**src/rtl/mem_pkg.sv**
```systemverilog
// Shared encodings for the load/store unit: access sizes, FSM states and
// the lane-offset width derived from the SRAM word width.
package mem_pkg;

  typedef enum logic [1:0] {
    SZ_B = 2'd0,
    SZ_H = 2'd1,
    SZ_W = 2'd2,
    SZ_D = 2'd3
  } size_e;

  typedef enum logic [1:0] {
    ST_IDLE,
    ST_RD_WAIT,
    ST_WRITE,
    ST_RESP
  } state_e;

  function automatic int lane_off_w(input int data_w);
    return $clog2(data_w / 8);
  endfunction

endpackage

```
**src/rtl/mem_access_unit_if.sv**
```systemverilog
// Request/response handshake plus SRAM pins of the load/store unit.
// The unit takes the slave view; the execute stage / SRAM side takes master.
interface mem_access_unit_if #(
  parameter int DATA_W = 32,
  parameter int ADDR_W = 11
);
  import mem_pkg::*;

  logic              req_valid;
  logic              req_ready;
  logic              req_we;
  logic [1:0]        req_size;
  logic              req_signed;
  logic [31:0]       req_addr;
  logic [DATA_W-1:0] req_wdata;
  logic              resp_valid;
  logic              resp_ready;
  logic [DATA_W-1:0] resp_rdata;
  logic              resp_err;
  logic              mem_cen_n;
  logic              mem_wen_n;
  logic [ADDR_W-1:0] mem_addr;
  logic [DATA_W-1:0] mem_d;
  logic [DATA_W-1:0] mem_q;

  modport slave (
    input  req_valid, req_we, req_size, req_signed, req_addr, req_wdata,
    input  resp_ready, mem_q,
    output req_ready, resp_valid, resp_rdata, resp_err,
    output mem_cen_n, mem_wen_n, mem_addr, mem_d
  );

  modport master (
    output req_valid, req_we, req_size, req_signed, req_addr, req_wdata,
    output resp_ready, mem_q,
    input  req_ready, resp_valid, resp_rdata, resp_err,
    input  mem_cen_n, mem_wen_n, mem_addr, mem_d
  );

endinterface

```
**src/rtl/mem_lane_align.sv**
```systemverilog
// Combinational lane handling: load extract/extend, sub-word store merge,
// and the alignment / range / size error check.
module mem_lane_align
  import mem_pkg::*;
#(
  parameter int DATA_W = 32,
  parameter int ADDR_W = 11
) (
  input  logic [31:0]       addr_i,
  input  logic [1:0]        size_i,
  input  logic              signed_i,
  input  logic [DATA_W-1:0] word_i,
  input  logic [DATA_W-1:0] wdata_i,
  output logic [DATA_W-1:0] load_o,
  output logic [DATA_W-1:0] merge_o,
  output logic              full_o,
  output logic              err_o
);
  localparam int OFF_W = lane_off_w(DATA_W);

  logic [OFF_W-1:0]  off;
  logic [OFF_W+2:0]  sh;
  logic [6:0]        nbits;
  logic [DATA_W-1:0] mask;
  logic [DATA_W-1:0] shifted;
  logic [DATA_W-1:0] lane_mask;
  logic              sbit;
  logic              misal;
  logic              range_err;
  logic              size_err;

  always_comb begin
    off     = addr_i[OFF_W-1:0];
    sh      = {off, 3'b000};
    nbits   = 7'd8 << size_i;
    // a shift by >= DATA_W yields zero, so full-width sizes get an all-ones mask
    mask    = ~({DATA_W{1'b1}} << nbits);
    shifted = word_i >> sh;
    sbit    = |(shifted & (mask ^ (mask >> 1)));
    load_o  = (signed_i && sbit) ? (shifted | ~mask) : (shifted & mask);

    lane_mask = mask << sh;
    merge_o   = (word_i & ~lane_mask) | ((wdata_i << sh) & lane_mask);
    full_o    = (nbits == 7'(DATA_W));

    case (size_i)
      SZ_B:    misal = 1'b0;
      SZ_H:    misal = off[0];
      SZ_W:    misal = |off[1:0];
      default: misal = |off;
    endcase
    range_err = (addr_i >> (ADDR_W + OFF_W)) != 32'd0;
    size_err  = (size_i == SZ_D) && (DATA_W == 32);
    err_o     = misal | range_err | size_err;
  end

endmodule

```
**src/rtl/mem_access_unit.sv**
```systemverilog
// Load/store unit in front of a single-port SRAM with active-low enables and
// no byte mask; sub-word stores are done as read-modify-write.
//   state    | meaning
//   IDLE     | ready for a request
//   RD_WAIT  | SRAM read issued, counting down read latency
//   WRITE    | SRAM write issued (full-width or merged RMW word)
//   RESP     | response held until consumer accepts
module mem_access_unit
  import mem_pkg::*;
#(
  parameter int DATA_W      = 32,
  parameter int ADDR_W      = 11,
  parameter int WAIT_CYCLES = 1
) (
  input logic            clk,
  input logic            rst,
  mem_access_unit_if.slave bus
);
  localparam int OFF_W = lane_off_w(DATA_W);
  localparam int CNT_W = $clog2(WAIT_CYCLES + 2);

  state_e            state_q, state_d;
  logic              we_q, we_d;
  logic [1:0]        size_q, size_d;
  logic              signed_q, signed_d;
  logic [31:0]       addr_q, addr_d;
  logic [DATA_W-1:0] wdata_q, wdata_d;
  logic [CNT_W-1:0]  cnt_q, cnt_d;
  logic              req_ready_q, req_ready_d;
  logic              resp_valid_q, resp_valid_d;
  logic [DATA_W-1:0] rdata_q, rdata_d;
  logic              err_q, err_d;
  logic              cen_n_q, cen_n_d;
  logic              wen_n_q, wen_n_d;
  logic [ADDR_W-1:0] maddr_q, maddr_d;
  logic [DATA_W-1:0] md_q, md_d;

  logic              idle;
  logic [31:0]       al_addr;
  logic [1:0]        al_size;
  logic              al_signed;
  logic [DATA_W-1:0] al_wdata;
  logic [DATA_W-1:0] al_load;
  logic [DATA_W-1:0] al_merge;
  logic              al_full;
  logic              al_err;

  // in IDLE the checker looks at the live request, afterwards at the registered one
  assign idle      = (state_q == ST_IDLE);
  assign al_addr   = idle ? bus.req_addr   : addr_q;
  assign al_size   = idle ? bus.req_size   : size_q;
  assign al_signed = idle ? bus.req_signed : signed_q;
  assign al_wdata  = idle ? bus.req_wdata  : wdata_q;

  mem_lane_align #(
    .DATA_W (DATA_W),
    .ADDR_W (ADDR_W)
  ) u_align (
    .addr_i   (al_addr),
    .size_i   (al_size),
    .signed_i (al_signed),
    .word_i   (bus.mem_q),
    .wdata_i  (al_wdata),
    .load_o   (al_load),
    .merge_o  (al_merge),
    .full_o   (al_full),
    .err_o    (al_err)
  );

  always_comb begin
    state_d      = state_q;
    we_d         = we_q;
    size_d       = size_q;
    signed_d     = signed_q;
    addr_d       = addr_q;
    wdata_d      = wdata_q;
    cnt_d        = cnt_q;
    req_ready_d  = req_ready_q;
    resp_valid_d = resp_valid_q;
    rdata_d      = rdata_q;
    err_d        = err_q;
    cen_n_d      = cen_n_q;
    wen_n_d      = wen_n_q;
    maddr_d      = maddr_q;
    md_d         = md_q;

    unique case (state_q)
      ST_IDLE: begin
        if (bus.req_valid && req_ready_q) begin
          we_d        = bus.req_we;
          size_d      = bus.req_size;
          signed_d    = bus.req_signed;
          addr_d      = bus.req_addr;
          wdata_d     = bus.req_wdata;
          maddr_d     = bus.req_addr[ADDR_W+OFF_W-1:OFF_W];
          req_ready_d = 1'b0;
          if (al_err) begin
            state_d      = ST_RESP;
            resp_valid_d = 1'b1;
            err_d        = 1'b1;
            rdata_d      = '0;
          end else if (bus.req_we && al_full) begin
            // one pad cycle in WRITE keeps full-width store latency at two edges
            state_d = ST_WRITE;
            cen_n_d = 1'b0;
            wen_n_d = 1'b0;
            md_d    = bus.req_wdata;
            cnt_d   = CNT_W'(1);
          end else begin
            state_d = ST_RD_WAIT;
            cen_n_d = 1'b0;
            wen_n_d = 1'b1;
            cnt_d   = CNT_W'(WAIT_CYCLES);
          end
        end
      end
      ST_RD_WAIT: begin
        cen_n_d = 1'b1;
        if (cnt_q != '0) begin
          cnt_d = cnt_q - 1'b1;
        end else if (we_q) begin
          state_d = ST_WRITE;
          cen_n_d = 1'b0;
          wen_n_d = 1'b0;
          md_d    = al_merge;
        end else begin
          state_d      = ST_RESP;
          resp_valid_d = 1'b1;
          rdata_d      = al_load;
          err_d        = 1'b0;
        end
      end
      ST_WRITE: begin
        cen_n_d = 1'b1;
        wen_n_d = 1'b1;
        if (cnt_q != '0) begin
          cnt_d = cnt_q - 1'b1;
        end else begin
          state_d      = ST_RESP;
          resp_valid_d = 1'b1;
          rdata_d      = '0;
          err_d        = 1'b0;
        end
      end
      ST_RESP: begin
        if (bus.resp_ready) begin
          state_d      = ST_IDLE;
          resp_valid_d = 1'b0;
          req_ready_d  = 1'b1;
          rdata_d      = '0;
          err_d        = 1'b0;
        end
      end
      default: state_d = ST_IDLE;
    endcase
  end

  always_ff @(posedge clk or posedge rst) begin
    if (rst) begin
      state_q      <= ST_IDLE;
      we_q         <= 1'b0;
      size_q       <= 2'd0;
      signed_q     <= 1'b0;
      addr_q       <= '0;
      wdata_q      <= '0;
      cnt_q        <= '0;
      req_ready_q  <= 1'b1;
      resp_valid_q <= 1'b0;
      rdata_q      <= '0;
      err_q        <= 1'b0;
      cen_n_q      <= 1'b1;
      wen_n_q      <= 1'b1;
      maddr_q      <= '0;
      md_q         <= '0;
    end else begin
      state_q      <= state_d;
      we_q         <= we_d;
      size_q       <= size_d;
      signed_q     <= signed_d;
      addr_q       <= addr_d;
      wdata_q      <= wdata_d;
      cnt_q        <= cnt_d;
      req_ready_q  <= req_ready_d;
      resp_valid_q <= resp_valid_d;
      rdata_q      <= rdata_d;
      err_q        <= err_d;
      cen_n_q      <= cen_n_d;
      wen_n_q      <= wen_n_d;
      maddr_q      <= maddr_d;
      md_q         <= md_d;
    end
  end

  assign bus.req_ready  = req_ready_q;
  assign bus.resp_valid = resp_valid_q;
  assign bus.resp_rdata = rdata_q;
  assign bus.resp_err   = err_q;
  assign bus.mem_cen_n  = cen_n_q;
  assign bus.mem_wen_n  = wen_n_q;
  assign bus.mem_addr   = maddr_q;
  assign bus.mem_d      = md_q;

endmodule

```
**src/flat_wrapper.sv**
```systemverilog
// flat-port wrapper written by rule: the top's interface ports become plain ports
module mem_access_unit_flat import mem_pkg::*;
#(
  parameter int DATA_W      = 32,
  parameter int ADDR_W      = 11,
  parameter int WAIT_CYCLES = 1
)
  (clk, rst, bus_req_valid, bus_req_we, bus_req_size, bus_req_signed, bus_req_addr, bus_req_wdata, bus_resp_ready, bus_mem_q, bus_req_ready, bus_resp_valid, bus_resp_rdata, bus_resp_err, bus_mem_cen_n, bus_mem_wen_n, bus_mem_addr, bus_mem_d);
  mem_access_unit_if #(.DATA_W(DATA_W), .ADDR_W(ADDR_W)) bus_i ();
  input logic clk;
  input logic rst;
  input wire logic [$bits(bus_i.req_valid)-1:0] bus_req_valid;
  input wire logic [$bits(bus_i.req_we)-1:0] bus_req_we;
  input wire logic [$bits(bus_i.req_size)-1:0] bus_req_size;
  input wire logic [$bits(bus_i.req_signed)-1:0] bus_req_signed;
  input wire logic [$bits(bus_i.req_addr)-1:0] bus_req_addr;
  input wire logic [$bits(bus_i.req_wdata)-1:0] bus_req_wdata;
  input wire logic [$bits(bus_i.resp_ready)-1:0] bus_resp_ready;
  input wire logic [$bits(bus_i.mem_q)-1:0] bus_mem_q;
  output wire logic [$bits(bus_i.req_ready)-1:0] bus_req_ready;
  output wire logic [$bits(bus_i.resp_valid)-1:0] bus_resp_valid;
  output wire logic [$bits(bus_i.resp_rdata)-1:0] bus_resp_rdata;
  output wire logic [$bits(bus_i.resp_err)-1:0] bus_resp_err;
  output wire logic [$bits(bus_i.mem_cen_n)-1:0] bus_mem_cen_n;
  output wire logic [$bits(bus_i.mem_wen_n)-1:0] bus_mem_wen_n;
  output wire logic [$bits(bus_i.mem_addr)-1:0] bus_mem_addr;
  output wire logic [$bits(bus_i.mem_d)-1:0] bus_mem_d;
  assign bus_i.req_valid = bus_req_valid;
  assign bus_i.req_we = bus_req_we;
  assign bus_i.req_size = bus_req_size;
  assign bus_i.req_signed = bus_req_signed;
  assign bus_i.req_addr = bus_req_addr;
  assign bus_i.req_wdata = bus_req_wdata;
  assign bus_i.resp_ready = bus_resp_ready;
  assign bus_i.mem_q = bus_mem_q;
  assign bus_req_ready = bus_i.req_ready;
  assign bus_resp_valid = bus_i.resp_valid;
  assign bus_resp_rdata = bus_i.resp_rdata;
  assign bus_resp_err = bus_i.resp_err;
  assign bus_mem_cen_n = bus_i.mem_cen_n;
  assign bus_mem_wen_n = bus_i.mem_wen_n;
  assign bus_mem_addr = bus_i.mem_addr;
  assign bus_mem_d = bus_i.mem_d;
  mem_access_unit #(.DATA_W(DATA_W), .ADDR_W(ADDR_W), .WAIT_CYCLES(WAIT_CYCLES)) u_core (.clk(clk), .rst(rst), .bus(bus_i));
endmodule
```
**config.mk**
```make
export PLATFORM = sky130hd
export DESIGN_NAME = mem_access_unit_flat
export DESIGN_NICKNAME = d
export VERILOG_FILES = /design/src/rtl/mem_pkg.sv /design/src/rtl/mem_access_unit_if.sv /design/src/rtl/mem_lane_align.sv /design/src/rtl/mem_access_unit.sv /design/src/flat_wrapper.sv
export SDC_FILE = /design/constraint.sdc
export NUM_CORES = 1
export LEC_CHECK = 0
export BUFFER_PORTS_ARGS = -buffer_cell sky130_fd_sc_hd__buf_2
export CAP_MARGIN = 0
export CORE_MARGIN = 10
export CORE_UTILIZATION = 40
export DETAILED_ROUTE_END_ITERATION = 8
export SYNTH_ARGS = -nofsm -noshare
export SYNTH_HDL_FRONTEND = slang
export SYNTH_HIERARCHICAL = 1
export SYNTH_SLANG_ARGS = --single-unit
```
**constraint.sdc**
```tcl
create_clock -name clk -period 5.64 [get_ports clk]
set_clock_uncertainty 0.2 [all_clocks]
set_input_delay 0.282 -clock clk [delete_from_list [all_inputs] [get_ports clk]]
set_output_delay 0.282 -clock clk [all_outputs]
set_load 0.02 [all_outputs]
```
# After elaboration in Yosys (flattened, before gate mapping)
# Cells that the tools add are included.
# totals
elab_cells	127
ff_bits	152
# op_classes
shifts	5
reduce_logical	22
add_sub_neg	1
bitwise_logic	12
muxes	56
n_eq_ne	16
# op_table
operator	count
2-to-1 mux 32 bit	14
bitwise AND 32 bit	4
case mux 32 bit (4 select lines)	1
NOT 32 bit	3
bitwise OR 32 bit	2
case mux 32 bit (2 select lines)	1
left shift 32 x 5 -> 32 bit	2
nonzero test 32 bit	1
OR reduction 32 bit	1
left shift 32 x 7 -> 32 bit, first input constant	1
right shift 32 x 5 -> 32 bit	1
bitwise XOR 32 x 31 -> 32 bit	1
2-to-1 mux 1 bit	22
2-to-1 mux 2 bit	10
!= test 2 bit, second input constant	8
AND reduction 6 bit	2
case mux 1 bit (4 select lines)	2
case mux 2 bit (4 select lines)	1
AND reduction 4 bit	2
nonzero test 2 bit	4
equality test 7 x 6 -> 1 bit, second input constant	1
left shift 4 x 2 -> 7 bit, first input constant	1
equality test 2 bit, second input constant	3
case mux 1 bit (3 select lines)	2
13 further kinds	22

# Longest topological paths before layout
# depth
word_depth	13
depth_mapped	17
depth_no_buf	10

# By module
# Netlist, hierarchy kept.
# modules_own_cells
mod	cells_per_inst	area_per_inst_um2	n_inst
mem_access_unit	572	7061.8	1
mem_lane_align	223	1954.4	1

# Least setup slack after synthesis
# Ideal clock, no wire load.
# synth_path
path_kind	register to register
startpoint	register u_core.state_q[0]
endpoint	register u_core.md_q[0], in the netlist u_core/bus.mem_d[0]
t_arrival_ns	3.564
setup_time_ns	0.123
n_path_buf	6
slack_ns	1.753
required_time_ns	5.317
path_stages_with_launch	16
path_cell_list	dfrtp_1 inv_1 ha_1 buf_6 clkbuf_1 buf_2 mux2_2 buf_6 clkbuf_1 o21ai_0 a21oi_1 or3_1 nand3b_1 a221oi_4 buf_4 a21oi_2
# synth_lines
item	line_no	text
start, declared	mem_access_unit.sv:22	state_e state_q, state_d;
start signal, assigned	mem_access_unit.sv:176	state_q <= state_d;
zero test 2 bit	mem_access_unit.sv:49	assign idle = (state_q == ST_IDLE);
2-to-1 mux 32 bit	mem_access_unit.sv:50	assign al_addr = idle ? bus.req_addr : addr_q;
via u_core.al_addr[1]	mem_access_unit.sv:39	logic [31:0] al_addr;
OR reduction 2 bit	mem_lane_align.sv:49, mem_lane_align.sv:50	
case mux 1 bit (2 select lines)	mem_lane_align.sv:46	case (size_i)
bitwise OR 1 bit (2 in a row)	mem_lane_align.sv:54	err_o = misal | range_err | size_err;
via u_core.al_err	mem_access_unit.sv:46	logic al_err;
!= test 2 bit (no source line)	-	
AND reduction 6 bit (no source line)	-	
end signal, assigned	mem_access_unit.sv:190	md_q <= md_d;
end, declared	mem_access_unit.sv:36	logic [DATA_W-1:0] md_q, md_d;
# The timed path passes the listed nets, and every way through them passes these cells. The select of a mux whose other input is x is not followed.
# A chain may end at the register's enable or synchronous reset.

# Worst setup path after layout
# layout_path
startpoint	register u_core.state_q[0]
endpoint	register u_core.md_q[4], in the netlist u_core/bus.mem_d[4]
# layout_lines
item	line_no	text
zero test 2 bit	mem_access_unit.sv:49	
2-to-1 mux 32 bit	mem_access_unit.sv:50	
via u_core.al_addr[16]	mem_access_unit.sv:39	
nonzero test 32 bit	mem_lane_align.sv:52	range_err = (addr_i >> (ADDR_W + OFF_W)) != 32'd0;
bitwise OR 1 bit (2 in a row)	mem_lane_align.sv:54	
via u_core.al_err	mem_access_unit.sv:46	
!= test 2 bit (no source line)	-	
AND reduction 6 bit (no source line)	-	
# The timed path passes the listed nets, and every way through them passes these cells. The select of a mux whose other input is x is not followed.

==> impl_metrics.toml <==
[synthesis]
syn_area_um2 = 8890
ys_warn_count = 6
syn-num-nets = 895
syn_inst = 784
syn_area_per_cell_um2 = 11.3

[placement]
place.gp.congestion = 0.854
portBuffers = 183
place_inst = 1188
place_area_um2 = 9790
detailed_place_hpwl_mm = 18.7

[cells_and_area]
drive_above_1_share_pct = 45.4
synthToLayoutAreaGrowth_pct = 24.9
mostFrequentLayoutCells = "buf_2 (183), mux2_2 (170), dfrtp_1 (138)"
fin_area_um2 = 11100
stdcell_count = 1293
nets = 1109
utilization_pct = 50.9
final_common_cell = "buf_2"

[drt]
first_pass_iters = 5
drc_errors = 0
routed_wl_mm = 25.8
via_per_inst = 5.24
drt_iter0_markers = 456
drtAntennaViolNets = 0
vias = 6773
wire_per_inst_um = 20.0

[power]
total_leakage_power_uw = 0.00496
clock_power_share_pct = 45.6
switching_power_uw = 691
intPower_uw = 1860
sw_frac_of_total_pct = 27.1
pwr-share-comb_pct = 14.0
p_seq_share_pct = 40.4
power.density_nw_per_um2 = 229
ir_drop_uv = 159

[cts]
htreeDepth = 4
cts.sinks = 141
cts_root_buffer = "clkbuf_16"
numCtsBuffers = 17
path_clk_slew_ps = 60
post_cts_resized = 0
cts_tree = "built"
cts_buffer_depth = 2
clk-insertion-delay-late_ps = 430

[sta]
period_share_pct = 78.4
maxSlewViolCount = 0
tightest_slew_ps = 1020
finalHoldViolCount = 0
fin_setup_tns_ps = 0
max_freq_mhz = 226
setup_viol_count_final = 0
relSlewSlack_pct = 32.3
fin_crit_ps = 4420
rsz0062_at_grt = "no"

[die]
initial_utilization_pct = 40.7
fp.dieH_um = 169
core_area_um2 = 21800
rows = 54
die_w_um = 169
io_pins = 184
dieArea_um2 = 28600

[setup_path]
worstPathRequired_ps = 5800
cp_slowest_cell = "ha_2"
path_cells = "inv_1, ha_2, buf_4, mux2_2, nor4_1, nand4_1, or3_1, nand3b_1, a221oi_4, buf_4, nor2_1, a21oi_2"
reg2reg_from = "u_core/state_q[0]"
cp-end-kind = "flip-flop"
reg2reg_slack_ps = 1220
path_max_fanout = 44
crit_type = "flip-flop to flip-flop"
crit_arrival_ps = 4580
start_kind = "flip-flop"
cp_slowest_stage_delay_ps = 640
path_common_cell = "buf_4"
critPathLaunch = "u_core/state_q[0]"

[job]
max-cap-violations = 0

[grt]
grt_pass1_vias = 7167
grt_max_degree = 95
antenna_found_initial = 1
globalRouteOverflowTotal = 0
gr-usage-all-layers_pct = 18.0
grt_pass1_wl_mm = 40.6

[hold_path]
hold_path.class = "primary input to flip-flop"
hp-start = "bus_mem_q[29]"

[run_status]
status = "finished clean"
-- per-stage QoR --
step                      power [uW]  hold WS (ps)  setup WS [ps]
after floorplan                 1250           233           1380
after global placement          1360           263           1380
after detailed placement        1360           270           1200
after CTS                       2580          93.5           1200
after global routing            2650           129            931
final                           2550           120           1220
-- power groups by stage --
stage	Clock, uW	Combinational [uW]	Sequential (uW)
detailed placement	0	317	1050
global route	1230	388	1030
CTS	1190	358	1030
finish	1160	357	1030
global placement	0	315	1050
floorplan	0	187	1060
-- worst max-delay path, delay by kind of cell (launching register included) --
family / cells / cell delay (ps)
fa+ha+maj: 1 / 640
simple gates: 5 / 1270
mux: 1 / 370
compound gates: 2 / 410
flops: 1 / 420
buf+inv: 3 / 990
-- worst paths after layout --
kind / to / cells past startpoint
worst max-delay path: u_core/bus.mem_d[4] / 12
worst min-delay path: u_core/bus.resp_rdata[29] / 5
worst max register to register: u_core/bus.mem_d[4] / 12
min in group asynchronous: u_core/bus.mem_d[3] / 3
worst min register to register: u_core/bus.mem_wen_n / 2
max in group asynchronous: u_core/we_q / 4
-- timing repair --
item                                   CTS  global route
endpoints found under the hold margin  179             0
buffers inserted                         0             0
hold buffers                            71             0
-- routing by layer --
layer | global-route usage (%) | routed length [um]
met5 | 0 | 0
met4 | 5.07 | 402
met3 | 4.49 | 1430
met2 | 27.7 | 11900
met1 | 24.5 | 12000
-- cell type report --
class	count	area [um^2]
clock buffer	17	425
antenna	2	5.00
tap	280	350
timing repair buffer	265	1710
fill	2015	10700
clock inverter	15	178
multi-input combinational	531	4750
inverter	42	163
sequential	141	3530
-- state kept, by name (all words and copies together), names as in the netlist --
signal / count
u_core/addr_q: 32
u_core/bus.mem_d: 32
u_core/bus.resp_rdata: 32
u_core/wdata_q: 32
u_core/cnt_q: 2
u_core/size_q: 2
u_core/state_q: 2
u_core/bus.mem_cen_n: 1
u_core/bus.mem_wen_n: 1
u_core/bus.req_ready: 1
u_core/bus.resp_err: 1
u_core/bus.resp_valid: 1
u_core/signed_q: 1
u_core/we_q: 1
(Power assumes the default switching activity.)
